## config.mk

```make
export PLATFORM = sky130hd
export DESIGN_NAME = v810_exseq
export DESIGN_NICKNAME = d
export VERILOG_FILES = /design/src/rtl/v810_exseq.sv
export SDC_FILE = /design/constraint.sdc
export NUM_CORES = 1
export LEC_CHECK = 0
export CAP_MARGIN = 20
export CORE_MARGIN = 5
export CORE_UTILIZATION = 42
export CTS_CLUSTER_SIZE = 8
export DETAILED_ROUTE_END_ITERATION = 10
export MAX_ROUTING_LAYER = met4
export PLACE_DENSITY = 0.69
export RECOVER_POWER = 100
export SYNTH_ARGS = -nofsm -noshare
export SYNTH_HDL_FRONTEND = slang
export SYNTH_SLANG_ARGS = --single-unit
```

## constraint.sdc

```tcl
create_clock -name CLK -period 6.8 [get_ports CLK]
set_input_delay 1.36 -clock CLK [delete_from_list [all_inputs] [get_ports CLK]]
set_output_delay 1.36 -clock CLK [all_outputs]
set_load 0.02 [all_outputs]
```

## src/rtl/v810_exseq.sv

```systemverilog
`timescale 1ns/1ps
`default_nettype none
// ============================================================================
// Module   : v810_exseq
// Purpose  : V810 exception entry / RETI sequencer. Takes an interrupt or
//            exception at an instruction boundary, saves the restart PC and
//            PSW into the EI or FE save registers, and loads the handler
//            address plus the new PSW into the execution unit. It also
//            services RETI by reloading PC/PSW from the matching save pair.
//
// Ports    : CLK, RES (sync, active-high), CE (global clock enable)
//            PSW[31:0]   current PSW       PC[31:0]   restart PC from EU
//            BOUND       EU at boundary    RETI       EU executing RETI
//            IF, NP, IEL[3:0], CC[15:0], HA[31:0]  from interrupt mux
//            ACK         to interrupt mux (one-cycle pulse in TAKE)
//            PC_LD/PC_OUT, PSW_LD/PSW_OUT   load requests to EU
//            EIPC, EIPSW, FEPC, FEPSW, ECR  architectural save registers
//            BUSY (sequence in flight), FATAL (halted on fatal exception)
//
// Timing   : every output is registered. A load pulse (PC_LD/PSW_LD) is
//            visible in the cycle after the IDLE(RETI) or VEC state that
//            produced it. All state, reset included, advances only on CE=1.
//
// Config   : V810_FATAL_EN - when defined, an exception taken while the
//            saved PSW already has NP set (other than the reset vector)
//            parks the sequencer in HALT with FATAL=1 until RES.
//
// Revision : 1.0 - initial release
// ============================================================================
module v810_exseq (
    input  logic        CLK,
    input  logic        RES,
    input  logic        CE,
    input  logic [31:0] PSW,
    input  logic [31:0] PC,
    input  logic        BOUND,
    input  logic        RETI,
    input  logic        IF,
    input  logic        NP,
    input  logic [3:0]  IEL,
    input  logic [15:0] CC,
    input  logic [31:0] HA,
    output logic        ACK,
    output logic        PC_LD,
    output logic [31:0] PC_OUT,
    output logic        PSW_LD,
    output logic [31:0] PSW_OUT,
    output logic [31:0] EIPC,
    output logic [31:0] EIPSW,
    output logic [31:0] FEPC,
    output logic [31:0] FEPSW,
    output logic [31:0] ECR,
    output logic        BUSY,
    output logic        FATAL
);

    localparam logic [1:0]  c_ST_IDLE   = 2'd0;
    localparam logic [1:0]  c_ST_TAKE   = 2'd1;
    localparam logic [1:0]  c_ST_VEC    = 2'd2;
    localparam logic [1:0]  c_ST_HALT   = 2'd3;

    // PSW bit positions
    localparam int          c_PSW_ID    = 12;
    localparam int          c_PSW_AE    = 13;
    localparam int          c_PSW_EP    = 14;
    localparam int          c_PSW_NP    = 15;

    localparam logic [15:0] c_CC_RESET  = 16'hFFF0;
    localparam logic [31:0] c_PSW_RESET = 32'h0000_8000;

    logic [1:0]  r_state;
    logic [31:0] r_pc_cpy;
    logic [31:0] r_psw_cpy;

    logic        w_reset_vec;
    logic        w_fatal;
    logic        w_use_fe;
    logic [31:0] w_psw_ei;
    logic [31:0] w_psw_fe;

    assign w_reset_vec = (CC == c_CC_RESET);

`ifdef V810_FATAL_EN
    // A second exception while still inside an NP handler cannot be saved
    // without destroying FEPC/FEPSW, so it is treated as fatal.
    assign w_fatal  = r_psw_cpy[c_PSW_NP] & ~w_reset_vec;
    assign w_use_fe = NP;
`else
    // Without fatal detection a nested NP exception simply overwrites the
    // FE save pair.
    assign w_fatal  = 1'b0;
    assign w_use_fe = NP | r_psw_cpy[c_PSW_NP];
`endif

    // Handler PSW images derived from the PSW captured at entry.
    always_comb begin
        w_psw_ei           = r_psw_cpy;
        w_psw_ei[c_PSW_EP] = 1'b1;
        w_psw_ei[c_PSW_ID] = 1'b1;
        w_psw_ei[c_PSW_AE] = 1'b0;
        if (IEL != 4'd0) begin
            w_psw_ei[19:16] = IEL;
        end

        w_psw_fe           = r_psw_cpy;
        w_psw_fe[c_PSW_NP] = 1'b1;
        w_psw_fe[c_PSW_ID] = 1'b1;
        w_psw_fe[c_PSW_AE] = 1'b0;
    end

    always_ff @(posedge CLK) begin
        if (CE) begin
            if (RES) begin
                r_state   <= c_ST_IDLE;
                r_pc_cpy  <= '0;
                r_psw_cpy <= '0;
                ACK       <= 1'b0;
                PC_LD     <= 1'b0;
                PC_OUT    <= '0;
                PSW_LD    <= 1'b0;
                PSW_OUT   <= '0;
                EIPC      <= '0;
                EIPSW     <= '0;
                FEPC      <= '0;
                FEPSW     <= '0;
                ECR       <= '0;
                BUSY      <= 1'b0;
                FATAL     <= 1'b0;
            end else begin
                // Pulses last exactly one enabled cycle.
                ACK    <= 1'b0;
                PC_LD  <= 1'b0;
                PSW_LD <= 1'b0;

                case (r_state)
                    c_ST_IDLE: begin
                        if (RETI) begin
                            // RETI wins over a pending interrupt; the
                            // interrupt is taken on a later boundary.
                            PC_LD  <= 1'b1;
                            PSW_LD <= 1'b1;
                            if (PSW[c_PSW_NP]) begin
                                PC_OUT  <= FEPC;
                                PSW_OUT <= FEPSW;
                            end else begin
                                PC_OUT  <= EIPC;
                                PSW_OUT <= EIPSW;
                            end
                        end else if (IF && BOUND) begin
                            r_state <= c_ST_TAKE;
                            ACK     <= 1'b1;
                            BUSY    <= 1'b1;
                        end
                    end

                    c_ST_TAKE: begin
                        // The mux registers NP/CC/IEL/HA on this same edge,
                        // so they are only consumed in VEC.
                        r_pc_cpy  <= PC;
                        r_psw_cpy <= PSW;
                        r_state   <= c_ST_VEC;
                    end

                    c_ST_VEC: begin
                        if (w_reset_vec) begin
                            PC_LD   <= 1'b1;
                            PSW_LD  <= 1'b1;
                            PC_OUT  <= HA;
                            PSW_OUT <= c_PSW_RESET;
                            ECR     <= {16'h0000, c_CC_RESET};
                            r_state <= c_ST_IDLE;
                            BUSY    <= 1'b0;
                        end else if (w_fatal) begin
                            r_state <= c_ST_HALT;
                            FATAL   <= 1'b1;
                        end else begin
                            PC_LD   <= 1'b1;
                            PSW_LD  <= 1'b1;
                            PC_OUT  <= HA;
                            r_state <= c_ST_IDLE;
                            BUSY    <= 1'b0;
                            if (w_use_fe) begin
                                FEPC        <= r_pc_cpy;
                                FEPSW       <= r_psw_cpy;
                                ECR[31:16]  <= CC;
                                PSW_OUT     <= w_psw_fe;
                            end else begin
                                EIPC        <= r_pc_cpy;
                                EIPSW       <= r_psw_cpy;
                                ECR[15:0]   <= CC;
                                PSW_OUT     <= w_psw_ei;
                            end
                        end
                    end

                    c_ST_HALT: begin
                        // Only RES leaves HALT.
                        r_state <= c_ST_HALT;
                    end

                    default: begin
                        r_state <= c_ST_IDLE;
                        BUSY    <= 1'b0;
                    end
                endcase
            end
        end
    end

endmodule
`default_nettype wire

```

# == Word level (Yosys, flattened, before mapping) ==
# Index checks and enable logic that the tools add are counted.
# totals
in_bits,123
output_inout_bits,229
ff_bits,293
wordCells,79
# op_classes
n_reduce_logical,17
n_eq_ne,10
mux,36
bitwise,2
# op_table
cell,n
$mux W32,21
$pmux W32 S2,2
$mux W16,2
$mux W20,1
$eq A16 B16 Y1 const B,1
$ne A3 B3 Y1 const B,4
$reduce_and A3 Y1,4
$reduce_and A4 Y1,3
$pmux W2 S4,1
$reduce_bool A2 Y1,3
$reduce_bool A3 Y1,2
$eq A2 B2 Y1 const B,2
$mux W1,4
$mux W2,2
$mux W4,1
$ne A2 B2 Y1 const B,2
$pmux W1 S2,2
$reduce_bool A4 Y1,1
$reduce_or A3 Y1,1
$eq A2 B1 Y1 const B,1
$logic_not A2 Y1,1
$reduce_and A2 Y1,1
$logic_and A1 B1 Y1,1
$not A1 Y1,1
$or A1 B1 Y1,1

# == Longest topological paths before layout ==
# logic_depth
depth_word,5
ltp_mapped,7
depth_no_buf,5

# == Worst setup path before layout ==
# Ideal clock, no wire load.
# synth_path
path_type,input to register
start,in CC[1]
end,"reg EIPC[0], enable pin"
stages,4
arrival_time_ns,4.559
path_buffers,0
slack_ns,1.748
path_cell_list,nand4bb_1 or4_4 a31oi_1 nor2b_1
# synth_between
elab_chain_cells,3
# synth_lines
element,line,source
"start, declared",41,"input logic [15:0] CC,"
$eq A16 B16 Y1,81,assign w_reset_vec = (CC == c_CC_RESET);
$ne A2 B2 Y1 (no source line),n/a,
$reduce_and A4 Y1 (no source line),n/a,
"end signal, assigned",188,EIPC <= r_pc_cpy;
"end, declared",48,"output logic [31:0] EIPC,"
# No other way between the ends.
# A chain may end at the register's enable or synchronous reset.

# == Worst setup path in the final report ==
# layout_path
start,in RES
end,"reg ECR[24], enable pin"
# layout_between
elab_chain_cells,2
# layout_lines
element,line,source
"start, declared",32,"input logic RES,"
$reduce_bool A3 Y1 (no source line) / $reduce_bool A2 Y1 (equally long branches),n/a,
$reduce_and A3 Y1 (no source line) *,n/a,
"end signal, assigned",170,"ECR <= {16'h0000, c_CC_RESET};"
"end, declared",52,"output logic [31:0] ECR,"
# Mark *: on every way between the ends. The rest lies on a longest branch, timed or not.

==> summary.txt <==
Outcome
  – Status: finished, violations left
  – Failing checks: max-capacitance violations, max-slew violations

Detailed routing
  – Via count: 7,206
  – First-pass detailed-route iteration total: 4
  – DRT iter0 DRCs: 452
  – DR vias/cell: 4.89
  – Drt wl/cell: 20.4 um
  – ANT nets after route: 0
  – # DRC: 0
  – Post-Route WL: 30,100 um

STA
  – Final Critical Period: 4930 ps
  – Final slew viol count: 235
  – RSZ-0062 raised after global routing: no
  – Setup TNS: 0 ps
  – Clock skew: 16.1 ps
  – Post-route setup slack: 1870 ps
  – Final hold slack: 548 ps
  – Final hold violation count: 0
  – Max Freq: 203 MHz
  – Tcrit/Tclk final: 72.5%
  – Relative slew slack: -119%
  – # setup viols final: 0
  – Worst Tran Pin Value: 3290 ps

Global route
  – Global-route wire length before repair: 45,000 um
  – Global Route Usage Sum: 19.3%
  – Largest net degree at the start of global routing: 103
  – Remaining global-route overflow: 0
  – Vias in the first global route: 7,701
  – Initial antenna violation count: 2

Logic synthesis
  – Post-Syn Instances: 736
  – Post-synth EDFFs: 293
  – Syn. warnings: 0
  – Largest cells by area after synthesis: edfxtp_1 76%, nor2b_1 8.0%, mux2i_1 5.4%, nor2_1 2.3%, o2bb2ai_1 1.7%
  – Post-synth top area cell: edfxtp_1
  – Async set or reset register ratio after synthesis: 0%
  – Yosys reg bits: 293
  – Share of the synthesized area in the top cell type: 75.6%
  – Synthesized net count: 864
  – Synth unique cells: 33
  – Mapped Area: 11,600 um2
  – Avg Synthesized Cell Area: 15.8 um2
  – Sequential element share of the synthesized area: 75.6%
  – Ys flop type: edfxtp_1

Final layout
  – Final non-filler cell total: 1,475
  – Final nets: 1,221
  – Share of cells above drive strength 1: 5.02%
  – Synthesis-to-layout area growth: 42.4%
  – Design area: 16,600 um2
  – Reg area: 8800 um2
  – Layout fillers: 2,131
  – Multi-input logic area: 2620 um2

Setup path
  – Stages on worst setup path: 5
  – WP data arrival: 5050 ps
  – Cell family with most CP delay: simple AND/OR/NAND/NOR gates
  – Worst Path Buf+Inv: 2
  – CP max stage cell: or2_0
  – Max FO, Critical Path: 102
  – Worst reg-to-reg path cell count: 7
  – Worst Path Required: 6920 ps
  – Startpoint Class: input port
  – Crit. End Element: flip-flop
  – Cell breakdown of the critical path: buf_6 -> or2_0 -> nand2_1 -> a21oi_1 -> clkbuf_1
  – Crit Path Class: input port to flip-flop
  – CP peak stage delay: 1880 ps

Power and ir drop
  – Sequential share of power: 48.4%
  – Switching share of total power: 22.9%
  – VDD IR max: 0.239 mV
  – Internal: 3.48 mW
  – Comb power frac: 12.2%
  – Clock share of power: 39.5%
  – P_sw: 1.03 mW
  – LEAKAGE: 5.99 nW
  – Power Dens Cells: 273 nW/um2

Hold path
  – HP Class: flip-flop to flip-flop
  – Count of cells along the worst hold path: 1

Place
  – GP Congestion: 0.849
  – PortBufs: 350
  – Setup WS pre-CTS: 2670 ps
  – DP Cell Count: 1,426
  – HPWL after DPL: 20,300 um
  – Area after DPL: 15,500 um2

Die
  – Chip Width: 176 um
  – Core area: 27,600 um2
  – Die Footprint: 31,100 um2
  – Die Height: 176 um
  – I/O pin total: 352
  – Initial Util: 42.2%
  – Row count: 61

Clock tree
  – Setup Fix Bufs, Post-CTS: 0
  – Clk sinks: 293
  – Root cell of the clock tree: clkbuf_16
  – H-tree levels: 2
  – CTS tree: built
  – Later-pin clock latency in the skew report: 500 ps
  – Cts hold-fix bufs: 0
  – CTS Buf Count: 42
  – Clock transition at the registers of the reported paths: 50 ps
  – Post-cts repair resize count: 0
  – Clk buf depth: 3

Job
  – Max_cap viols: 5
-- power by group through the flow --
stage	combinational (mW)	sequential [mW]	clock (mW)
after global placement	0.578	2.21	0
after floorplan	0.178	2.32	0
final	0.549	2.19	1.78
after CTS	0.589	2.18	1.82
after detailed placement	0.587	2.22	0
after global routing	0.589	2.20	1.90
-- sequential cells by signal (all words and copies together), names as in the netlist --
name	count
ECR	32
BUSY	1
PC_OUT	32
r_state	2
EIPSW	32
PSW_LD	1
r_psw_cpy	32
PSW_OUT	32
FEPSW	32
ACK	1
EIPC	32
FEPC	32
r_pc_cpy	32
-- final cells by class --
type,count,share of cell area (%)
multi-input cells,394,15.8
flip-flops and latches,293,53.1
inverters,3,0.0679
repair buffers,359,21.5
clock inverters,2,0.0755
diodes,2,0.0302
clock buffers,44,6.52
well taps,378,2.85
-- worst reg2reg max path, stage by stage, from the launching register on --
cell and delay, ps:
edfxtp_1 420, inv_1 130, ha_1 150, buf_4 590, or2_0 1900, nand2_1 230
a21oi_1 230, clkbuf_1 740
-- per-layer routing --
layer | track usage (%) | up-vias | wire (um)
met4 | 7.00 | 0 | 1030
li1 | - | 3398 | -
met5 | - | - | 0
met3 | 6.66 | 73 | 2830
met2 | 31.7 | 298 | 14700
met1 | 22.3 | 3437 | 11500
-- per-stage QoR --
stage                     power [mW]  util (%)
after global routing            4.69      60.2
after global placement          2.79      56.2
final                           4.52      60.2
after floorplan                 2.50         -
after CTS                       4.59      60.2
after detailed placement        2.80      56.2
-- cell families (layout without fill, tap and decap cells) --
kind of cell	Yosys count	count (layout)	synth area share, %
DFF	293	293	75.6
other	1	3	0.0322
adders and majority gates	5	5	0.538
AOI/OAI and AO/OA	80	80	4.62
and+or+nand+nor	243	243	11.7
muxes	65	65	5.61
buffers and inverters	49	408	1.88
-- path summary, 6_finish.rpt --
check / startpoint / endpoint / slack, ps
worst min register to register: r_psw_cpy[28]$_SDFFCE_PP0P_ / PSW_OUT[28]$_SDFFCE_PP0P_ / 550
worst max register to register: r_state[0]$_SDFFCE_PP0P_ / ECR[24]$_SDFFCE_PP0P_ / 2020
worst max-delay path: RES / ECR[24]$_SDFFCE_PP0P_ / 1870
worst min-delay path: r_psw_cpy[28]$_SDFFCE_PP0P_ / PSW_OUT[28]$_SDFFCE_PP0P_ / 550
-- placed cells by master (no fill, tap or decap), types with 2 or more instances in the layout --
cell type,netlist,final
edfxtp_1,293,293
dlygate4sd3_1,0,231
nor2b_1,148,147
clkdlybuf4s50_1,0,117
nor2_1,70,70
mux2i_1,63,63
clkbuf_16,0,43
a21oi_1,35,35
o2bb2ai_1,23,23
and2_0,0,12
clkbuf_1,30,6
o22ai_1,5,5
ha_1,5,5
o21a_1,4,4
o31ai_1,4,4
a22oi_1,4,4
buf_4,2,4
inv_1,3,3
diode_2,0,2
mux2_2,2,2
nand4b_1,2,2
a31oi_1,2,2
nand3b_1,2,2
-- Yosys cell counts (5+ instances only) --
cell       count
clkbuf_1      30
a21oi_1       35
mux2i_1       63
nor2b_1      148
ha_1           5
buf_1          7
o22ai_1        5
o2bb2ai_1     23
edfxtp_1     293
nor2_1        70
and2_1        13
Note: power is estimated with default switching activity, not from simulation.
